==> config.mk <==
export PLATFORM = sky130hd
export DESIGN_NAME = mul_share_ctrl_flat
export DESIGN_NICKNAME = d
export VERILOG_FILES = /design/src/rtl/mul_share_ctrl_if.sv /design/src/rtl/mul_share_ctrl.sv /design/src/flat_wrapper.sv
export SDC_FILE = /design/constraint.sdc
export NUM_CORES = 1
export LEC_CHECK = 0
export BUFFER_PORTS_ARGS = -buffer_cell sky130_fd_sc_hd__buf_2
export CAP_MARGIN = 40
export CORE_AREA = 3 3 190 192
export CTS_BUF_LIST = sky130_fd_sc_hd__clkbuf_8 sky130_fd_sc_hd__clkbuf_16
export DETAILED_ROUTE_END_ITERATION = 7
export DIE_AREA = 0 0 193 195
export PLACE_DENSITY = 0.47
export REMOVE_ABC_BUFFERS = 1
export SLEW_MARGIN = 5
export SYNTH_ARGS = -nofsm -noshare
export SYNTH_HDL_FRONTEND = slang
export SYNTH_SLANG_ARGS = --single-unit
==> constraint.sdc <==
create_clock -name clock -period 5.32 [get_ports clock]
set_input_delay 1.596 -clock clock [delete_from_list [all_inputs] [get_ports clock]]
set_output_delay 1.596 -clock clock [all_outputs]
set_load 0.02 [all_outputs]
==> src/rtl/mul_share_ctrl_if.sv <==
// rtl/mul_share_ctrl_if.sv - requester and multiplier signal bundle for mul_share_ctrl
interface mul_share_ctrl_if #(
    parameter int NREQ = 4
);
    logic [NREQ-1:0]    req;
    logic [NREQ*32-1:0] req_a;
    logic [NREQ*32-1:0] req_b;
    logic [NREQ-1:0]    done;
    logic [63:0]        rsp_result;
    logic               rsp_err;
    logic               busy;
    logic               mul_start;
    logic               mul_muordi;
    logic [31:0]        mul_opera1;
    logic [63:0]        mul_opera2;
    logic               mul_valid;
    logic [63:0]        mul_result;

    modport slave (
        input  req, req_a, req_b, mul_valid, mul_result,
        output done, rsp_result, rsp_err, busy, mul_start, mul_muordi, mul_opera1, mul_opera2
    );

    modport master (
        output req, req_a, req_b, mul_valid, mul_result,
        input  done, rsp_result, rsp_err, busy, mul_start, mul_muordi, mul_opera1, mul_opera2
    );
endinterface

==> src/rtl/mul_share_ctrl.sv <==
// rtl/mul_share_ctrl.sv - round-robin sharing of one signed 32x32 multiplier among NREQ requesters
// Optional RUN watchdog enabled by defining MUL_TIMEOUT_EN.
module mul_share_ctrl #(
    parameter int NREQ      = 4,
    parameter int START_CYC = 2,
    parameter int TIMEOUT   = 256
) (
    input  logic            clock,
    input  logic            reset,
    mul_share_ctrl_if.slave bus
);
    localparam int IDW = $clog2(NREQ);
    localparam int SCW = $clog2(START_CYC + 1);

    if (NREQ < 2 || NREQ > 8 || START_CYC < 2 || TIMEOUT < 1) begin : g_bad_param
        $error("mul_share_ctrl: parameter out of range");
    end

    typedef enum logic [2:0] {S_IDLE, S_ARB, S_LAUNCH, S_RUN, S_DONE} state_t;

    state_t         state, state_nx;
    logic [IDW-1:0] rr_ptr, grant_id, pick_id;
    logic           pick_ok;
    logic [IDW:0]   j_sum;
    logic [31:0]    pick_a, pick_b;
    logic [31:0]    op_a, op_b;
    logic [SCW-1:0] start_cnt;
    logic           launch_last;
    logic           run_seen;
    logic           run_hit, run_abort;
    logic [63:0]    rsp_result_q;
    logic           rsp_err_q;

    // Search upward from rr_ptr; iterating downward lets the nearest set bit win.
    always_comb begin
        pick_id = '0;
        pick_ok = 1'b0;
        j_sum   = '0;
        for (int k = NREQ - 1; k >= 0; k--) begin
            j_sum = {1'b0, rr_ptr} + (IDW + 1)'(k);
            if (j_sum >= (IDW + 1)'(NREQ))
                j_sum = j_sum - (IDW + 1)'(NREQ);
            if (bus.req[j_sum[IDW-1:0]]) begin
                pick_id = j_sum[IDW-1:0];
                pick_ok = 1'b1;
            end
        end
    end

    always_comb begin
        pick_a = '0;
        pick_b = '0;
        for (int i = 0; i < NREQ; i++) begin
            if (pick_id == IDW'(i)) begin
                pick_a = bus.req_a[32*i +: 32];
                pick_b = bus.req_b[32*i +: 32];
            end
        end
    end

    assign launch_last = (start_cnt == SCW'(START_CYC - 1));
    // The multiplier only clears valid while start is high, so the first RUN cycle may see a stale level.
    assign run_hit     = run_seen && bus.mul_valid;

`ifdef MUL_TIMEOUT_EN
    localparam int TCW = $clog2(TIMEOUT) + 1;
    logic [TCW-1:0] run_cnt;

    assign run_abort = (run_cnt == TCW'(TIMEOUT - 1)) && !run_hit;

    always_ff @(posedge clock or posedge reset) begin
        if (reset)
            run_cnt <= '0;
        else if (state == S_LAUNCH)
            run_cnt <= '0;
        else if (state == S_RUN)
            run_cnt <= run_cnt + 1'b1;
    end
`else
    assign run_abort = 1'b0;
`endif

    always_ff @(posedge clock or posedge reset) begin
        if (reset)
            state <= S_IDLE;
        else
            state <= state_nx;
    end

    always_comb begin
        state_nx      = state;
        bus.mul_start = 1'b1;
        bus.busy      = 1'b1;
        bus.done      = '0;
        case (state)
            S_IDLE: begin
                bus.busy = 1'b0;
                if (|bus.req)
                    state_nx = S_ARB;
            end
            S_ARB:    state_nx = pick_ok ? S_LAUNCH : S_IDLE;
            S_LAUNCH: if (launch_last) state_nx = S_RUN;
            S_RUN: begin
                bus.mul_start = 1'b0;
                if (run_hit || run_abort)
                    state_nx = S_DONE;
            end
            S_DONE: begin
                state_nx = S_IDLE;
                for (int i = 0; i < NREQ; i++)
                    bus.done[i] = (grant_id == IDW'(i));
            end
            default: state_nx = S_IDLE;
        endcase
    end

    always_ff @(posedge clock or posedge reset) begin
        if (reset) begin
            rr_ptr       <= '0;
            grant_id     <= '0;
            op_a         <= '0;
            op_b         <= '0;
            start_cnt    <= '0;
            run_seen     <= 1'b0;
            rsp_result_q <= '0;
            rsp_err_q    <= 1'b0;
        end else begin
            if (state == S_ARB && pick_ok) begin
                grant_id <= pick_id;
                op_a     <= pick_a;
                op_b     <= pick_b;
                rr_ptr   <= (pick_id == IDW'(NREQ - 1)) ? '0 : pick_id + 1'b1;
            end
            start_cnt <= (state == S_LAUNCH) ? start_cnt + 1'b1 : '0;
            run_seen  <= (state == S_RUN);
            if (state == S_RUN && run_hit) begin
                rsp_result_q <= bus.mul_result;
                rsp_err_q    <= 1'b0;
            end else if (state == S_RUN && run_abort) begin
                rsp_result_q <= '0;
                rsp_err_q    <= 1'b1;
            end
        end
    end

    assign bus.rsp_result = rsp_result_q;
    assign bus.rsp_err    = rsp_err_q;
    assign bus.mul_muordi = 1'b0;
    assign bus.mul_opera1 = op_a;
    assign bus.mul_opera2 = {32'b0, op_b};
endmodule

==> src/flat_wrapper.sv <==
// flat-port wrapper written by rule: the top's interface ports become plain ports
module mul_share_ctrl_flat 
#(
    parameter int NREQ      = 4,
    parameter int START_CYC = 2,
    parameter int TIMEOUT   = 256
)
  (clock, reset, bus_req, bus_req_a, bus_req_b, bus_mul_valid, bus_mul_result, bus_done, bus_rsp_result, bus_rsp_err, bus_busy, bus_mul_start, bus_mul_muordi, bus_mul_opera1, bus_mul_opera2);
  mul_share_ctrl_if #(.NREQ(NREQ)) bus_i ();
  input  logic clock;
  input  logic reset;
  input wire logic [$bits(bus_i.req)-1:0] bus_req;
  input wire logic [$bits(bus_i.req_a)-1:0] bus_req_a;
  input wire logic [$bits(bus_i.req_b)-1:0] bus_req_b;
  input wire logic [$bits(bus_i.mul_valid)-1:0] bus_mul_valid;
  input wire logic [$bits(bus_i.mul_result)-1:0] bus_mul_result;
  output wire logic [$bits(bus_i.done)-1:0] bus_done;
  output wire logic [$bits(bus_i.rsp_result)-1:0] bus_rsp_result;
  output wire logic [$bits(bus_i.rsp_err)-1:0] bus_rsp_err;
  output wire logic [$bits(bus_i.busy)-1:0] bus_busy;
  output wire logic [$bits(bus_i.mul_start)-1:0] bus_mul_start;
  output wire logic [$bits(bus_i.mul_muordi)-1:0] bus_mul_muordi;
  output wire logic [$bits(bus_i.mul_opera1)-1:0] bus_mul_opera1;
  output wire logic [$bits(bus_i.mul_opera2)-1:0] bus_mul_opera2;
  assign bus_i.req = bus_req;
  assign bus_i.req_a = bus_req_a;
  assign bus_i.req_b = bus_req_b;
  assign bus_i.mul_valid = bus_mul_valid;
  assign bus_i.mul_result = bus_mul_result;
  assign bus_done = bus_i.done;
  assign bus_rsp_result = bus_i.rsp_result;
  assign bus_rsp_err = bus_i.rsp_err;
  assign bus_busy = bus_i.busy;
  assign bus_mul_start = bus_i.mul_start;
  assign bus_mul_muordi = bus_i.mul_muordi;
  assign bus_mul_opera1 = bus_i.mul_opera1;
  assign bus_mul_opera2 = bus_i.mul_opera2;
  mul_share_ctrl #(.NREQ(NREQ), .START_CYC(START_CYC), .TIMEOUT(TIMEOUT)) u_core (.clock(clock), .reset(reset), .bus(bus_i));
endmodule
==> impl_results.html <==
<table>
<tr><th>Metric</th><th>Value</th></tr>
<tr><th colspan="2">Global routing</th></tr>
<tr><td>Number of antenna violations at the first check in global routing</td><td>4</td></tr>
<tr><td>Vias in the first global route</td><td>8,028</td></tr>
<tr><td>Largest net degree at the start of global routing</td><td>76</td></tr>
<tr><td>Global-route total usage across every layer</td><td>16.2%</td></tr>
<tr><td>Wire length of the first global-routing pass</td><td>47.2 mm</td></tr>
<tr><td>Sum of overflow across all layers after global routing</td><td>0</td></tr>
<tr><th colspan="2">Layout</th></tr>
<tr><td>Filler Cells Inserted</td><td>3,710</td></tr>
<tr><td>Number of nets at the end of the flow</td><td>1,569</td></tr>
<tr><td>Area of all placed cells without fillers</td><td>11,200 sq um</td></tr>
<tr><td>Most common cell after layout, fill and taps aside</td><td>sky130_fd_sc_hd__buf_2</td></tr>
<tr><td>Most frequent cells in the layout</td><td>sky130_fd_sc_hd__buf_2, sky130_fd_sc_hd__dfrtp_1, sky130_fd_sc_hd__a21oi_1, sky130_fd_sc_hd__nand2_1, sky130_fd_sc_hd__inv_1</td></tr>
<tr><td>Synth-to-layout area growth</td><td>40.8%</td></tr>
<tr><td>Fraction of layout cells with a size suffix above 1</td><td>44.8%</td></tr>
<tr><td>Count of placed standard cells in the final layout, fillers left out</td><td>1,709</td></tr>
<tr><th colspan="2">Detailed routing</th></tr>
<tr><td>Count of antenna-violating nets left after detailed routing</td><td>0</td></tr>
<tr><td>Detailed-route DRC error count</td><td>0</td></tr>
<tr><td>DR iter-0 viols</td><td>291</td></tr>
<tr><td>Wire length per cell</td><td>19.1 um</td></tr>
<tr><td>Overall via count from detail_route</td><td>8,027</td></tr>
<tr><td>Via density</td><td>4.70</td></tr>
<tr><td>Final WL</td><td>32.6 mm</td></tr>
<tr><td>DRT Pass-1 Iters</td><td>4</td></tr>
<tr><th colspan="2">Placement</th></tr>
<tr><td>Setup WS pre-CTS</td><td>1.06 ns</td></tr>
<tr><td>Total of buffers placed on input and output ports</td><td>460</td></tr>
<tr><td>Placed cell area</td><td>10,600 sq um</td></tr>
<tr><td>Number of cells after detailed placement</td><td>1,673</td></tr>
<tr><td>Placed wire-length estimate</td><td>24.4 mm</td></tr>
<tr><td>RD Place Congestion</td><td>0.806</td></tr>
<tr><th colspan="2">Outcome</th></tr>
<tr><td>Run status</td><td>finished, final reports clean</td></tr>
<tr><th colspan="2">STA</th></tr>
<tr><td>Tightest Pin Transition</td><td>0.855 ns</td></tr>
<tr><td>Time the worst path needs with I/O delays and setup</td><td>3.79 ns</td></tr>
<tr><td>Setup slack after layout</td><td>1.53 ns</td></tr>
<tr><td>Fin crit share</td><td>71.3%</td></tr>
<tr><td>Minimum hold slack</td><td>0.441 ns</td></tr>
<tr><td>Unrepaired setup endpoints after global routing</td><td>false</td></tr>
<tr><td>Worst Skew</td><td>0.0135 ns</td></tr>
<tr><td>Final Setup Violations</td><td>0</td></tr>
<tr><td>FMAX</td><td>0.264 GHz</td></tr>
<tr><td>Fin. max-slew vios</td><td>0</td></tr>
<tr><td>Setup TNS</td><td>0 ns</td></tr>
<tr><td>Worst slew margin</td><td>43.0%</td></tr>
<tr><td>Number of failing hold endpoints at the final stage</td><td>0</td></tr>
<tr><th colspan="2">Clock tree</th></tr>
<tr><td>Number of buffers created by CTS</td><td>17</td></tr>
<tr><td>Number of setup buffers added after CTS</td><td>0</td></tr>
<tr><td>Post-CTS Resized</td><td>0</td></tr>
<tr><td>Clock transition time at the flip-flop clock pins of the worst setup and hold paths</td><td>0.06 ns</td></tr>
<tr><td>Maximum buffer depth of the clock tree</td><td>2</td></tr>
<tr><td>Clk sinks</td><td>138</td></tr>
<tr><td>TritonCTS clock tree</td><td>yes</td></tr>
<tr><td>Clock tree root driver cell</td><td>sky130_fd_sc_hd__clkbuf_16</td></tr>
<tr><td>Clk Latency, worst-skew pair</td><td>0.42 ns</td></tr>
<tr><td>CTS H-tree lvls</td><td>4</td></tr>
<tr><td>Hold_buf cts</td><td>0</td></tr>
<tr><th colspan="2">Setup path</th></tr>
<tr><td>Worst endpoint required time</td><td>5.65 ns</td></tr>
<tr><td>Critical Path AT</td><td>4.12 ns</td></tr>
<tr><td>Slowest stage cell, crit path</td><td>sky130_fd_sc_hd__ha_4</td></tr>
<tr><td>Length in cells of the worst reg-to-reg path</td><td>8</td></tr>
<tr><td>Peak per-stage delay on the critical path</td><td>0.62 ns</td></tr>
<tr><td>Setup crit start kind</td><td>input port</td></tr>
<tr><td>Worst-path fanout max</td><td>75</td></tr>
<tr><td>Kind of capture point of the worst setup path</td><td>flop</td></tr>
<tr><td>CP cell instances</td><td>buf_2, mux2i_1, nor2_1, nor3_1, ha_4, buf_12, a21oi_1, a221o_1, a31oi_1</td></tr>
<tr><td>Worst setup path class</td><td>in2reg</td></tr>
<tr><th colspan="2">Power</th></tr>
<tr><td>Cell area power density</td><td>594 nW/um^2</td></tr>
<tr><td>Sequential group share of total power</td><td>28.6%</td></tr>
<tr><td>Internal power</td><td>3.68 mW</td></tr>
<tr><td>Proportion of power drawn by combinational gates</td><td>52.7%</td></tr>
<tr><td>Clock Power Share</td><td>18.7%</td></tr>
<tr><td>Net Sw Power</td><td>2.97 mW</td></tr>
<tr><td>Switching share of total power</td><td>44.7%</td></tr>
<tr><td>Worst vdd rail ir drop</td><td>0.000233 V</td></tr>
<tr><td>Leakage Power</td><td>5.35 nW</td></tr>
<tr><th colspan="2">Worst hold path</th></tr>
<tr><td>Cells on Worst Hold Path</td><td>1</td></tr>
<tr><td>Min-Delay Path Class</td><td>reg2reg</td></tr>
<tr><th colspan="2">Synthesis</th></tr>
<tr><td>Gate count of the mapped netlist</td><td>826</td></tr>
<tr><td>Cell taking the most area after synthesis</td><td>sky130_fd_sc_hd__dfrtp_1</td></tr>
<tr><td>Library cells used by synthesis</td><td>36</td></tr>
<tr><td>Share of synthesized registers carrying an async set or reset</td><td>100%</td></tr>
<tr><td>Register bit count reported by yosys</td><td>138</td></tr>
<tr><td>Main area contributors after synthesis</td><td>sky130_fd_sc_hd__dfrtp_1, sky130_fd_sc_hd__a221o_1, sky130_fd_sc_hd__mux2_1, sky130_fd_sc_hd__a21oi_1, sky130_fd_sc_hd__nand3b_1</td></tr>
<tr><td>Fraction of the yosys area taken by sequential cells</td><td>43.4%</td></tr>
<tr><td>Per-instance average area after synthesis</td><td>9.63 sq um</td></tr>
<tr><td>Synth Warn #</td><td>0</td></tr>
<tr><td>Summed instance area of the synthesized netlist</td><td>7950 sq um</td></tr>
<tr><td>Count of flip-flops with a built-in enable after synthesis</td><td>0</td></tr>
<tr><td>Area share of the largest cell type after synthesis</td><td>43.4%</td></tr>
<tr><td>Top_reg_cell synth</td><td>sky130_fd_sc_hd__dfrtp_1</td></tr>
<tr><th colspan="2">Die</th></tr>
<tr><td>CORE AREA</td><td>34,500 sq um</td></tr>
<tr><td>Vertical extent of the die</td><td>195 um</td></tr>
<tr><td>Area of the die</td><td>37,600 sq um</td></tr>
<tr><td>I/O pins</td><td>495</td></tr>
<tr><td>Number of standard-cell rows in the floorplan</td><td>68</td></tr>
<tr><td>Die X-Extent</td><td>193 um</td></tr>
<tr><td>Initial Util</td><td>23.0%</td></tr>
<tr><th colspan="2">Flow run</th></tr>
<tr><td># Max-Cap Violations</td><td>0</td></tr>
</table>
==> flip-flops by register name (all words and copies together) (netlist names) <==
signal                 count
u_core.bus.rsp_result     64
u_core.bus.mul_opera1     32
u_core.op_b               32
u_core.state               3
u_core.grant_id            2
u_core.rr_ptr              2
u_core.start_cnt           2
u_core.run_seen            1
==> critical path: cells and delay by family <==
kind / cells / cell delay, ns
buffers and inverters: 2 / 0.48
AOI/OAI and AO/OA: 3 / 0.62
adders and majority gates: 1 / 0.62
and+or+nand+nor: 2 / 0.62
muxes: 1 / 0.13
==> logic make-up (layout without fill, tap and decap cells) <==
family          after synthesis  in the layout  synth area share [%]
compound gates              267            267                  23.4
fa+ha+maj                     5              5                 0.787
buf+inv                     185            576                  11.5
flops                       138            138                  43.4
mux                          66             66                  9.33
other cells                   1             38                0.0472
simple gates                164            164                  11.5
==> layer usage <==
layer  GRT usage (%)  share of wire, %  wire length (um)
met5               0                 0                 0
met3            4.76               9.7              3170
met1            19.0                39             12700
met2            28.4                49             16000
met4            5.25               2.3               752
==> layout make-up <==
type,instances,area (sq um),share of cell area [%]
multi-input combinational,536,3770,33.7
sequential,138,3450,30.8
timing repair buffer,474,2530,22.6
tap,455,569,5.08
clock buffer,18,439,3.92
inverter,70,268,2.39
clock inverter,14,161,1.44
antenna,4,10.0,0.0894
==> synth_stat cells, types with 2 or more instances <==
cell                         n
sky130_fd_sc_hd__a21oi_1   103
sky130_fd_sc_hd__a21oi_2    28
sky130_fd_sc_hd__a221o_1    64
sky130_fd_sc_hd__a31oi_1    65
sky130_fd_sc_hd__buf_1       3
sky130_fd_sc_hd__buf_2      21
sky130_fd_sc_hd__buf_4      43
sky130_fd_sc_hd__buf_6       4
sky130_fd_sc_hd__clkbuf_1   44
sky130_fd_sc_hd__dfrtp_1   138
sky130_fd_sc_hd__ha_1        5
sky130_fd_sc_hd__inv_1      70
sky130_fd_sc_hd__mux2_1     50
sky130_fd_sc_hd__mux2_2     15
sky130_fd_sc_hd__nand2_1    70
sky130_fd_sc_hd__nand2b_1    2
sky130_fd_sc_hd__nand3_1     3
sky130_fd_sc_hd__nand3b_1   67
sky130_fd_sc_hd__nor2_1      9
sky130_fd_sc_hd__nor3_1      3
sky130_fd_sc_hd__o21ai_0     3
sky130_fd_sc_hd__or3_1       2
==> power groups by stage <==
stage,clock network (mW),registers [mW],logic [mW]
floorplan,0,2.48,1.68
global placement,0,1.91,3.51
detailed placement,0,1.92,3.56
CTS,1.29,1.91,3.56
global route,1.34,1.97,3.83
finish,1.24,1.90,3.50
==> final timing paths <==
kind	end	startpoint	slack, ns
setup / recovery	u_core.bus.mul_opera1[2]	bus_req[2]	1.53
hold / removal	u_core.start_cnt[0]	u_core.start_cnt[0]	0.44
setup reg to reg	u_core.bus.mul_opera1[2]	u_core.rr_ptr[1]	2.34
hold reg to reg	u_core.start_cnt[0]	u_core.start_cnt[0]	0.44
max in group asynchronous	u_core.bus.mul_opera1[19]	reset	3.19
min in group asynchronous	u_core.bus.rsp_result[14]	reset	1.26
==> through the flow <==
stage / power (mW) / utilization (%)
2_1_floorplan: 4.17 / -
3_3_place_gp: 5.42 / 30.5
3_5_place_dp: 5.48 / 30.7
4_1_cts: 6.76 / 32.4
5_1_grt: 7.14 / 32.4
6_report: 6.65 / 32.4
(Power assumes the default switching activity.)
